## src/rtl/core101_pkg.sv

```systemverilog
// Shared Core101 definitions: branch condition codes and the EX/MEM entry.
package core101_pkg;

   localparam int unsigned DATA_W_P = 32;
   localparam int unsigned REG_W_P  = 5;

   // Branch condition codes; 110/111 are reserved and behave as BR_NONE.
   localparam logic [2:0] BR_NONE = 3'b000;
   localparam logic [2:0] BR_EQ   = 3'b001;
   localparam logic [2:0] BR_NE   = 3'b010;
   localparam logic [2:0] BR_LT   = 3'b011;
   localparam logic [2:0] BR_GE   = 3'b100;
   localparam logic [2:0] BR_JUMP = 3'b101;

   // One buffered entry travelling from EX to MEM.
   typedef struct packed {
      logic [DATA_W_P-1:0] result;
      logic [REG_W_P-1:0]  rd;
      logic                wb_en;
   } entry_t;

endpackage

```

## src/rtl/branch_resolve.sv

```systemverilog
// Combinational branch decision from the ALU flags.
// For the conditional codes, EX has already computed A-B. Signed overflow is
// not corrected, so the flags are used exactly as the ALU produced them.
module branch_resolve
   import core101_pkg::*;
(
   input  logic [2:0] branch_op_i,
   input  logic       neg_i,
   input  logic       zero_i,
   output logic       taken_o
);

   // Decode the condition code against the flags; unknown codes are not taken.
   always_comb begin
      // NOTE: assigning a default before the case keeps every path driven, so no latch is inferred.
      taken_o = 1'b0;
      case (branch_op_i)
         BR_EQ:   taken_o = zero_i;
         BR_NE:   taken_o = !zero_i;
         BR_LT:   taken_o = neg_i;
         BR_GE:   taken_o = !neg_i;
         BR_JUMP: taken_o = 1'b1;
         default: taken_o = 1'b0;
      endcase
   end

endmodule

```

## src/rtl/ex_mem_buffer.sv

```systemverilog
// EX -> MEM pipeline buffer for Core101.
// Holds the ALU result, destination register and write enable, and raises a
// one-cycle redirect pulse for taken branches on the cycle after acceptance.
// Build option EX_MEM_SKID_EN: adds a skid register so that ex_ready_out is a
// pure register (1 iff skid empty). Without it, ex_ready_out is derived
// combinationally from mem_ready_in and only the head register exists.
module ex_mem_buffer
   import core101_pkg::*;
#(
   parameter int unsigned DATA_W = 32,
   parameter int unsigned REG_W  = 5
) (
   input  logic              clock_in,
   input  logic              reset_in,
   input  logic              ex_valid_in,
   output logic              ex_ready_out,
   input  logic [DATA_W-1:0] alu_result_in,
   input  logic              alu_neg_in,
   input  logic              alu_zero_in,
   input  logic [REG_W-1:0]  rd_addr_in,
   input  logic              wb_en_in,
   input  logic [2:0]        branch_op_in,
   input  logic [DATA_W-1:0] branch_target_in,
   input  logic              flush_in,
   output logic              mem_valid_out,
   input  logic              mem_ready_in,
   output logic [DATA_W-1:0] mem_result_out,
   output logic [REG_W-1:0]  mem_rd_addr_out,
   output logic              mem_wb_en_out,
   output logic              branch_taken_out,
   output logic [DATA_W-1:0] branch_target_out
);

   entry_t            in_entry;
   entry_t            head_q, head_d;
   logic              head_vld_q, head_vld_d;
   logic              taken;
   logic              accept;
   logic              held;
   logic              branch_taken_q, branch_taken_d;
   logic [DATA_W-1:0] branch_target_q, branch_target_d;

   assign in_entry.result = alu_result_in;
   assign in_entry.rd     = rd_addr_in;
   assign in_entry.wb_en  = wb_en_in;

   assign accept = ex_valid_in && ex_ready_out;
   assign held   = head_vld_q && !mem_ready_in;

   branch_resolve u_branch_resolve (
      .branch_op_i (branch_op_in),
      .neg_i       (alu_neg_in),
      .zero_i      (alu_zero_in),
      .taken_o     (taken)
   );

`ifdef EX_MEM_SKID_EN
   entry_t skid_q, skid_d;
   logic   skid_vld_q, skid_vld_d;

   assign ex_ready_out = !skid_vld_q;

   // Head/skid next state: flush wins, a held head diverts the accept into the
   // skid, otherwise the skid (if any) refills the head before a new accept.
   always_comb begin
      head_d     = head_q;
      head_vld_d = head_vld_q;
      skid_d     = skid_q;
      skid_vld_d = skid_vld_q;
      if (flush_in) begin
         head_vld_d = 1'b0;
         skid_vld_d = 1'b0;
      end else if (held) begin
         if (accept) begin
            skid_d     = in_entry;
            skid_vld_d = 1'b1;
         end
      end else if (skid_vld_q) begin
         // Head is being dequeued; ready was low, so no accept can coincide.
         head_d     = skid_q;
         head_vld_d = 1'b1;
         skid_vld_d = 1'b0;
      end else if (accept) begin
         head_d     = in_entry;
         head_vld_d = 1'b1;
      end else begin
         head_vld_d = 1'b0;
      end
   end

   // Skid register; only its valid bit affects behaviour, data is cleared for tidiness.
   always_ff @(posedge clock_in) begin
      if (reset_in) begin
         skid_q     <= '0;
         skid_vld_q <= 1'b0;
      end else begin
         skid_q     <= skid_d;
         skid_vld_q <= skid_vld_d;
      end
   end
`else
   // Ready whenever the head is empty or leaving on this edge.
   assign ex_ready_out = !head_vld_q || mem_ready_in;

   // Head next state: flush wins, an accept replaces the head, a lone dequeue empties it.
   always_comb begin
      head_d     = head_q;
      head_vld_d = head_vld_q;
      if (flush_in) begin
         head_vld_d = 1'b0;
      end else if (accept) begin
         head_d     = in_entry;
         head_vld_d = 1'b1;
      end else if (head_vld_q && mem_ready_in) begin
         head_vld_d = 1'b0;
      end
   end
`endif

   // Redirect pulse for an accepted taken branch; the target holds between pulses.
   always_comb begin
      branch_taken_d  = accept && taken && !flush_in;
      branch_target_d = branch_taken_d ? branch_target_in : branch_target_q;
   end

   // Head and branch registers.
   always_ff @(posedge clock_in) begin
      // NOTE: sequential state uses non-blocking assignments so every register samples pre-edge values.
      if (reset_in) begin
         // NOTE: data registers are reset too, because MEM sees zeroed fields out of reset.
         head_q          <= '0;
         head_vld_q      <= 1'b0;
         branch_taken_q  <= 1'b0;
         branch_target_q <= '0;
      end else begin
         head_q          <= head_d;
         head_vld_q      <= head_vld_d;
         branch_taken_q  <= branch_taken_d;
         branch_target_q <= branch_target_d;
      end
   end

   assign mem_valid_out     = head_vld_q;
   assign mem_result_out    = head_q.result;
   assign mem_rd_addr_out   = head_q.rd;
   assign mem_wb_en_out     = head_q.wb_en;
   assign branch_taken_out  = branch_taken_q;
   assign branch_target_out = branch_target_q;

endmodule

```

## config.mk

```make
export PLATFORM = sky130hd
export DESIGN_NAME = ex_mem_buffer
export DESIGN_NICKNAME = d
export VERILOG_FILES = /design/src/rtl/core101_pkg.sv /design/src/rtl/branch_resolve.sv /design/src/rtl/ex_mem_buffer.sv
export SDC_FILE = /design/constraint.sdc
export NUM_CORES = 1
export LEC_CHECK = 0
export CORE_MARGIN = 5
export CORE_UTILIZATION = 40
export DETAILED_ROUTE_END_ITERATION = 7
export PLACE_DENSITY = 0.89
export SYNTH_ARGS = -nofsm -noshare
export SYNTH_HDL_FRONTEND = slang
export SYNTH_SLANG_ARGS = --single-unit
```

## constraint.sdc

```tcl
create_clock -name clock_in -period 3.3 [get_ports clock_in]
set_input_delay 0.495 -clock clock_in [delete_from_list [all_inputs] [get_ports clock_in]]
set_output_delay 0.495 -clock clock_in [all_outputs]
set_load 0.01 [all_outputs]
```

==> results.md <==
- HP Class: reg -> reg
- DRC violations left: 0
- Core Area: 6870 µm²
- Post-Syn Area: 2860 µm²
- WP data required: 2800 ps
- Final Hold Vio Count: 0
- Initial DRC count: 78
- Worst Setup Slack, final: 1160 ps
- RSZ-0062 raised after global routing: false
- ANT cells: 0
- Nets: 544
- Die X-Extent: 94.6 µm
- Top cell family by delay on the critical path: buffers and inverters
- Layout cell share with drive strength beyond 1: 0.0513
- Flops & latches, synth: 72
- Place WS: 886 ps
- Max FO, Critical Path: 3
- Final ANT Viol Nets: 0
- Reg clk slew, reported paths: 70 ps
- Async SR Flop Fraction: 0
- First-pass GRT wire length: 11800 µm
- Port Buf Inserts: 152
- Crit path buffers/inverters: 3
- Synth warn: 0
- Clock latency on the worst-skew pair: 330 ps
- Synth unique cells: 20
- Routability cong.: 0.748
- Worst Skew: 9.28 ps
- Initial antenna violation count: 0
- CTS HTree Levels: 3
- DRT Wirelength: 7650 µm
- Pre-antenna DRT Iters: 4
- Synth top area share: 0.504
- Clk sinks: 72
- Most common flop cell mapped by yosys: dfxtp_1
- IO Count: 153
- Top cells by count, synth: 76 x nand2_1, 72 x dfxtp_1, 64 x nand2b_1
- TritonCTS Buffers: 9
- Crit end category: output pin
- Clock tree from TritonCTS: built
- Post-cts hold buffer count: 0
- WP data arrival: 1640 ps
- Slew HR: 0.378
- Sum Neg Setup Slack: 0 ps
- Root buf cell: clkbuf_8
- Drt via density: 4.51
- Clock tree buffer depth: 2
- Placed instance area: 4420 µm²
- Post-DP HPWL: 5740 µm
- Die area: 8940 µm²
- Pwr/cell area: 431 nW/µm²
- CP max-delay cell: clkdlybuf4s50_1
- Status: complete, no violations
- Critical path, cell by cell: clkdlybuf4s50_1 -> nor2b_4 -> inv_2 -> clkdlybuf4s50_1
- Post-CTS setup buffers: 0
- CP Launch Type: input pin
- # resized after CTS: 0
- Vias: 2546
- Cell row count: 30
- Critical path type: in -> out
- Post-synth top area cell: dfxtp_1
- Max_cap viols: 0
- Sequential share of the synthesized area: 0.504
- Synth-to-Final Area Change: 62.2%
- Most frequent cell after synthesis: nand2_1
- Minimum clock period: 2140 ps
- Final slew viol count: 0
- Peak VDD IR: 263 µV
- Fmax: 0.468 GHz
- Synth area leaders: dfxtp_1 50%, nand2b_1 14%, mux2i_1 11%
- Post-Syn Nets: 398
- Starting Density: 0.416
- Vias in the first global route: 2537
- Slowest cell delay on critical path: 530 ps
- Mapped Cells: 318
- Avg WL per Cell: 13.6 µm
- Number of synthesized flops with an enable pin: 0
- P_leak: 0.00165 µW
- Fin crit share: 0.647
- Final Power: 2000 µW
- Largest net degree at the start of global routing: 78
- Synthesized area per cell: 8.99 µm²
- Gr ovfl total: 0
- Finish-stage setup viols: 0
- Layout Cell Area excl Fill: 4640 µm²
- Worst-Margin Slew: 933 ps
- Die Span Y: 94.6 µm
- Total track usage: 0.169
- CP most frequent cell: clkdlybuf4s50_1
## final cells by class
cell class	count	area (µm²)
Sequential cell	72	1440
Inverter	2	7.51
Clock buffer	12	155
Multi-Input combinational cell	222	1300
Clock inverter	3	65.1
Fill cell	563	2230
Timing Repair Buffer	157	1550
Tap cell	96	120
## where the power goes
group	switching (µW)	leakage, µW	internal (µW)
sequential	19.3	0.000587	907
clock	301	0.000112	462
combinational	117	0.000956	192
## kinds of logic (layout without fill, tap and decap cells)
| family | after synthesis | count (layout) | share of synthesized area |
|---|---|---|---|
| AOI/OAI and AO/OA | 42 | 42 | 0.0801 |
| and+or+nand+nor | 148 | 148 | 0.259 |
| muxes | 32 | 32 | 0.112 |
| buffers and inverters | 24 | 174 | 0.0446 |
| DFF | 72 | 72 | 0.504 |
## worst register-to-register path: stages (launching register included)
cell	delay (ps)
dfxtp_1	320
nor2b_4	140
inv_2	50
nand3b_1	170
a211oi_4	240
buf_4	480
mux2i_1	300
## per-layer routing
layer  up-vias  wire length [µm]  GRT usage
li1       1307                 -          -
met1      1142              3040      0.185
met2        87              3900      0.304
met3        10               602     0.0550
met4         0               107     0.0577
met5         -                 0          0
## sequential cells by signal, summed over array words and instances, names as in the netlist
signal / cells
branch_target_out: 32
mem_rd_addr_out: 5
mem_result_out: 32
branch_taken_out: 1
mem_wb_en_out: 1
mem_valid_out: 1
## metrics by stage
step           hold WS [ps]  utilization  std cells
6_report                456        0.675        564
5_1_grt                 474        0.675        564
4_1_cts                 457        0.675        564
3_5_place_dp            449        0.643        549
3_3_place_gp            441        0.643        549
2_1_floorplan           481            -        318
## worst paths after layout
kind | cells past startpoint | start | endpoint | slack, ps
setup / recovery | 4 | mem_ready_in | ex_ready_out | 1160
hold / removal | 2 | mem_result_out[21] | mem_result_out[21] | 460
setup reg to reg | 6 | mem_valid_out | branch_target_out[24] | 1530
hold reg to reg | 2 | mem_result_out[21] | mem_result_out[21] | 460
## placed cells by master, fill, tap and decap left out, types with 2 or more instances in the layout
cell type and n:
bufinv_16 2, a21oi_1 39, clkbuf_8 11, nand2b_1 64, nand2_1 76, clkdlybuf4s50_1 151
nor2b_1 3, buf_4 5, dfxtp_1 72, mux2i_1 32
(Power assumes the default switching activity.)
